**src/rtl/wave_buf_reader.sv**
```systemverilog
// wave_buf_reader: turns one bank of waveform samples into trace pixels for a
// VGA scan. It runs a 3-stage pixel pipeline around an external 1-cycle-latency
// sample RAM. A small FSM flips the displayed bank, but only in vertical blanking.
module wave_buf_reader #(
  parameter logic [9:0] WAVE_X0 = 10'd20,
  parameter logic [9:0] WAVE_Y0 = 10'd40,
  parameter int         SAMPLES = 200
) (
  input  logic       clk,
  input  logic       rst_n,
  input  logic       pix_valid,
  input  logic [9:0] pix_x,
  input  logic [9:0] pix_y,
  input  logic       frame_start,
  input  logic       buf_full,
  input  logic [7:0] rd_q,
  output logic [7:0] rd_add,
  output logic       rd_bank,
  output logic       buf_swap,
  output logic       pixel_on,
  output logic       pix_valid_d
);

  // Window bounds are widened to 11 bits so the end column/row cannot overflow.
  localparam logic [10:0] X_LO = {1'b0, WAVE_X0};
  localparam logic [10:0] X_HI = X_LO + 11'(SAMPLES);
  localparam logic [10:0] Y_LO = {1'b0, WAVE_Y0};
  localparam logic [10:0] Y_HI = Y_LO + 11'd256;

  localparam logic [1:0] ST_DISPLAY = 2'd0;
  localparam logic [1:0] ST_PENDING = 2'd1;
  localparam logic [1:0] ST_SWAP    = 2'd2;

  // ---------------- stage 0: combinational window decode ----------------
  logic [10:0] w_x;
  logic [10:0] w_y;
  logic        w_in_win;
  logic        w_first;
  logic [7:0]  w_col;
  logic [7:0]  w_row;

  assign w_x      = {1'b0, pix_x};
  assign w_y      = {1'b0, pix_y};
  assign w_in_win = pix_valid && (w_x >= X_LO) && (w_x < X_HI) &&
                    (w_y >= Y_LO) && (w_y < Y_HI);
  assign w_first  = (pix_x == WAVE_X0);
  assign w_col    = 8'(pix_x - WAVE_X0);
  // Sample value 0 sits at the bottom of the window, so the row index is flipped.
  assign w_row    = ~8'(pix_y - WAVE_Y0);

  // ---------------- pipeline registers ----------------
  logic [7:0] r_rd_add;
  logic [7:0] r_row1;
  logic       r_win1;
  logic       r_first1;
  logic       r_valid1;
  logic [7:0] r_row2;
  logic       r_win2;
  logic       r_first2;
  logic       r_valid2;
  logic [7:0] r_prev;
  logic       r_pixel_on;
  logic       r_pix_valid_d;

  // Stage 1: latch the RAM address (held outside the window) and pixel controls.
  always_ff @(posedge clk or negedge rst_n) begin
    if (!rst_n) begin
      r_rd_add <= 8'd0;
      r_row1   <= 8'd0;
      r_win1   <= 1'b0;
      r_first1 <= 1'b0;
      r_valid1 <= 1'b0;
    end else begin
      if (w_in_win) begin
        r_rd_add <= w_col;
      end
      r_row1   <= w_row;
      r_win1   <= w_in_win;
      r_first1 <= w_first;
      r_valid1 <= pix_valid;
    end
  end

  // Stage 2: delay the controls one clock so they line up with rd_q.
  always_ff @(posedge clk or negedge rst_n) begin
    if (!rst_n) begin
      r_row2   <= 8'd0;
      r_win2   <= 1'b0;
      r_first2 <= 1'b0;
      r_valid2 <= 1'b0;
    end else begin
      r_row2   <= r_row1;
      r_win2   <= r_win1;
      r_first2 <= r_first1;
      r_valid2 <= r_valid1;
    end
  end

  // Stage 3: the trace is the vertical span between the previous and current sample.
  logic [7:0] w_prev;
  logic [7:0] w_lo;
  logic [7:0] w_hi;
  logic       w_hit;

  assign w_prev = r_first2 ? rd_q : r_prev;
  assign w_lo   = (w_prev < rd_q) ? w_prev : rd_q;
  assign w_hi   = (w_prev < rd_q) ? rd_q : w_prev;
  assign w_hit  = r_win2 && r_valid2 && (r_row2 >= w_lo) && (r_row2 <= w_hi);

  // Stage 3 registers plus the previous-column sample for the next in-window pixel.
  always_ff @(posedge clk or negedge rst_n) begin
    if (!rst_n) begin
      r_prev        <= 8'd0;
      r_pixel_on    <= 1'b0;
      r_pix_valid_d <= 1'b0;
    end else begin
      if (r_win2) begin
        r_prev <= rd_q;
      end
      r_pixel_on    <= w_hit;
      r_pix_valid_d <= r_valid2;
    end
  end

  // ---------------- bank swap FSM ----------------
  logic [1:0] r_state;
  logic [1:0] w_state_next;
  logic       r_rd_bank;
  logic       r_buf_swap;

  // Next-state logic: a swap is only taken on frame_start while a full bank waits.
  always_comb begin
    w_state_next = r_state;
    case (r_state)
      ST_DISPLAY: begin
        if (buf_full && frame_start) begin
          w_state_next = ST_SWAP;
        end else if (buf_full) begin
          w_state_next = ST_PENDING;
        end
      end
      ST_PENDING: begin
        if (!buf_full) begin
          w_state_next = ST_DISPLAY;
        end else if (frame_start) begin
          w_state_next = ST_SWAP;
        end
      end
      ST_SWAP: begin
        w_state_next = ST_DISPLAY;
      end
      default: begin
        w_state_next = ST_DISPLAY;
      end
    endcase
  end

  // State, swap pulse and bank register; the bank flips only on leaving SWAP.
  always_ff @(posedge clk or negedge rst_n) begin
    if (!rst_n) begin
      r_state    <= ST_DISPLAY;
      r_buf_swap <= 1'b0;
      r_rd_bank  <= 1'b0;
    end else begin
      r_state    <= w_state_next;
      r_buf_swap <= (w_state_next == ST_SWAP);
      if (r_state == ST_SWAP) begin
        r_rd_bank <= ~r_rd_bank;
      end
    end
  end

  assign rd_add      = r_rd_add;
  assign rd_bank     = r_rd_bank;
  assign buf_swap    = r_buf_swap;
  assign pixel_on    = r_pixel_on;
  assign pix_valid_d = r_pix_valid_d;

endmodule

```
**config.mk**
```make
export PLATFORM = sky130hd
export DESIGN_NAME = wave_buf_reader
export DESIGN_NICKNAME = d
export VERILOG_FILES = /design/src/rtl/wave_buf_reader.sv
export SDC_FILE = /design/constraint.sdc
export NUM_CORES = 1
export LEC_CHECK = 0
export CELL_PAD_IN_SITES_DETAIL_PLACEMENT = 0
export CELL_PAD_IN_SITES_GLOBAL_PLACEMENT = 1
export CORE_UTILIZATION = 39
export CTS_CLUSTER_DIAMETER = 60
export DETAILED_ROUTE_END_ITERATION = 12
export GPL_TIMING_DRIVEN = 0
export PLACE_DENSITY = 0.81
export SETUP_SLACK_MARGIN = 0.5
export SYNTH_ARGS = -nofsm -noshare
export SYNTH_HDL_FRONTEND = slang
export SYNTH_SLANG_ARGS = --single-unit
```
**constraint.sdc**
```tcl
create_clock -name clk -period 3.95 [get_ports clk]
set_input_delay 0.9875 -clock clk [delete_from_list [all_inputs] [get_ports clk]]
set_output_delay 0.9875 -clock clk [all_outputs]
set_load 0.02 [all_outputs]
```
==> flow_metrics.py <==
metrics = {
    "status": {
        "status": "finished clean",
    },
    "layout": {
        "layout.nets": 330,
        "areaGrowthSynthToFinish_pct": 40.4,
        "fin_area_sq_um": 3320,
        "n_antenna_cell": 0,
        "fill_cells": 512,
        "final_cells": 342,
        "drive_above_1_share_pct": 30.0,
    },
    "logic_synthesis": {
        "ys_ff_latch": 44,
        "yosys-top-cells-area": "dfrtp_1 (47%), ha_1 (14%), mux2_2 (11%)",
        "ys_warn_count": 0,
        "avgSynthCellArea_sq_um": 11.7,
        "ys_seq_area_share_pct": 46.6,
        "postSynthCellCount": 202,
        "synth_area_sq_um": 2360,
        "synth.distinct_cells": 31,
        "synth_nets": 262,
        "synth_top_area_cell": "dfrtp_1",
        "synth_top_area_share_pct": 46.6,
    },
    "power_and_ir_drop": {
        "irDropWorstVdd_mv": 0.208,
        "power_density_nw_per_um2": 480,
        "power.leakage_nw": 1.50,
        "p_total_mw": 1.59,
    },
    "grt": {
        "grt_pass1_wl_mm": 8.06,
        "grt_pass1_vias": 1722,
        "use_met3_pct": 5.14,
        "overflow": 0,
        "gr-usage-all-layers_pct": 17.0,
        "use_met1_pct": 21.5,
        "grt_use_met2_pct": 27.5,
        "grt_busiest_layer": "met2",
        "antenna_found_initial": 0,
        "grt_max_degree": 35,
    },
    "routing": {
        "routed_wl_mm": 4.82,
        "antenna_left": 0,
        "vias_per_cell": 4.98,
        "drt_iter0_drc": 44,
        "drc": 0,
        "wire_per_inst_um": 14.1,
        "first_pass_iters": 4,
        "route.vias.total": 1703,
    },
    "cts": {
        "clk_latency_ns": 0.30,
        "numCtsBuffers": 5,
        "cts_max_level": 2,
        "clockBufferDepth": 2,
        "cts.reportedPaths.clkPinSlew_ns": 0.09,
        "hold_buffers": 0,
        "root_buffer": "clkbuf_8",
        "cts.sinks": 44,
        "cts_tree": "yes",
    },
    "floorplanning": {
        "boundaryPins": 45,
        "initial_core_util_pct": 41.6,
        "die_w_um": 79.8,
        "dieArea_sq_um": 6380,
        "fp-row-count": 27,
        "fp.coreArea_sq_um": 5680,
        "die_h_um": 79.8,
    },
    "timing": {
        "fin_skew_ns": 0.00861,
        "max_freq_mhz": 287,
        "min_period_over_period_pct": 88.1,
        "worstMarginPinSlew_ns": 0.596,
        "period_minus_slack_ns": 3.48,
        "rsz0062_at_grt": "yes",
        "relSlewSlack_pct": 60.3,
        "finalMaxSlewViolations": 0,
        "fin_hold_ws_ns": 0.346,
        "hold_viol": 0,
        "setup_viol": 0,
    },
    "worst_setup_path": {
        "cp.required_ns": 4.15,
        "r2r_end": "pixel_on$_DFF_PN0_",
        "r2r_slack_ns": 0.60,
        "endpoint": "pixel_on$_DFF_PN0_",
        "cp_data_arrival_time_ns": 3.68,
        "critPathKind": "primary input to register",
        "r2r_cells": 14,
        "timing.critical_path.from": "rd_q[1]",
        "crit_path_end_kind": "register",
        "crit_fanout": 2,
        "cp-start-kind": "primary input",
        "r2r-start": "r_first2$_DFF_PN0_",
    },
    "placement": {
        "port_buffers": 44,
        "dpl.hpwl_mm": 3.48,
        "gp_congestion": 0.773,
        "dp.cells": 319,
        "placed_cell_area_sq_um": 3010,
    },
    "hold_path": {
        "hold_path_startpoint": "r_row1[3]$_DFF_PN0_",
        "hold_class": "register to register",
    },
    "job": {
        "drv_cap": 0,
    },
}
[worst min-delay path by stage]
stage,to,slack (ns),cells past startpoint
CTS,r_row2[7]$_DFF_PN0_,0.35,0
floorplan,r_first2$_DFF_PN0_,0.33,0
detailed placement,r_row2[2]$_DFF_PN0_,0.33,0
global route,r_row2[5]$_DFF_PN0_,0.36,0
global placement,r_row2[5]$_DFF_PN0_,0.33,0
finish,r_row2[3]$_DFF_PN0_,0.35,0
[state kept, by name (all words and copies together), names as in the netlist]
name and count:
r_prev 8, r_row1 8, r_row2 8, rd_add 8, r_state 2, buf_swap 1
pix_valid_d 1, pixel_on 1, r_first1 1, r_first2 1, r_valid1 1, r_valid2 1
r_win1 1, r_win2 1, rd_bank 1
[synth_stat cells]
master,count
a211oi_1,2
a21o_1,1
a21oi_1,17
a221oi_2,1
a311oi_4,1
and3b_1,2
and4_1,2
buf_2,2
buf_4,1
clkbuf_1,1
dfrtp_1,44
ha_1,27
inv_1,18
mux2_2,24
mux2i_1,8
nand2_1,7
nand2b_1,3
nand3_1,1
nand4_1,3
nor2_1,13
nor2b_1,1
nor3b_1,1
nor4b_1,3
o211ai_1,2
o21ai_0,4
o21ai_1,1
o22ai_1,1
o31ai_1,1
or4_4,1
xnor2_1,6
xor2_1,3
[metrics by stage]
stage | TNS, ns | utilization, % | setup WS, ns
floorplan | 0 | - | 0.429
global placement | -0.386 | 52.8 | -0.386
detailed placement | -0.410 | 53.0 | -0.410
CTS | 0 | 57.3 | 0.458
global route | 0 | 58.5 | 0.345
finish | 0 | 58.5 | 0.471
[routing by layer]
layer | vias up | share of wire, %
li1 | 847 | -
met1 | 802 | 46
met2 | 47 | 46
met3 | 7 | 6.2
met4 | 0 | 1.6
met5 | - | 0
[cell type report]
cell class / instances / area, sq um / area share, %
Timing Repair Buffer: 61 / 564 / 17.0
Clock inverter: 2 / 12.5 / 0.377
Inverter: 18 / 67.6 / 2.04
Buffer: 4 / 42.5 / 1.28
Sequential cell: 44 / 1100 / 33.2
Tap cell: 72 / 90.1 / 2.71
Clock buffer: 5 / 68.8 / 2.07
Multi-Input combinational cell: 136 / 1370 / 41.3
[placed cells by master (no fill, tap or decap), types with 2 or more instances in the layout]
| cell type | instances |
|---|---|
| o21ai_0 | 4 |
| nor2_1 | 13 |
| nor4b_1 | 2 |
| dfrtp_1 | 44 |
| o211ai_1 | 2 |
| mux2_4 | 8 |
| clkbuf_8 | 5 |
| xor2_1 | 3 |
| buf_6 | 3 |
| ha_4 | 8 |
| nand4_1 | 3 |
| a21oi_1 | 16 |
| mux2i_2 | 3 |
| a211oi_2 | 2 |
| nand2_1 | 7 |
| mux2i_1 | 5 |
| ha_1 | 19 |
| buf_4 | 14 |
| buf_2 | 6 |
| clkdlybuf4s50_1 | 36 |
| mux2_2 | 16 |
| and3b_1 | 2 |
| buf_12 | 2 |
| inv_1 | 18 |
| xnor2_1 | 6 |
| nand2b_1 | 2 |
[where the power goes]
| part | internal, mW | switching [mW] | total, mW |
|---|---|---|---|
| combinational | 0.420 | 0.332 | 0.753 |
| clock | 0.120 | 0.159 | 0.279 |
| sequential | 0.520 | 0.0399 | 0.560 |
[timing repair]
action,in CTS,in global routing
resized for setup,42,15
endpoints found under the setup margin,1,1
pin swaps,11,14
buffers inserted,11,5
[critical path, cell delays in order]
cell,delay [ns]
buf_8,0.09
mux2_4,0.27
ha_4,0.17
nor4b_4,0.22
o21ai_2,0.11
a221oi_4,0.33
nand2b_1,0.11
mux2_4,0.34
ha_4,0.23
nand2b_4,0.12
a21o_1,0.18
a211oi_2,0.21
o31ai_1,0.08
and4_1,0.20
[cell families after synthesis]
logic type | Yosys count | share of synthesized area, %
DFF | 44 | 46.6
and+or+nand+nor | 37 | 8.63
muxes | 32 | 14.8
AOI/OAI and AO/OA | 31 | 8.58
adders and majority gates | 27 | 14.3
buffers and inverters | 22 | 3.76
xor gates and xnor gates | 9 | 3.34
(Power assumes the default switching activity.)
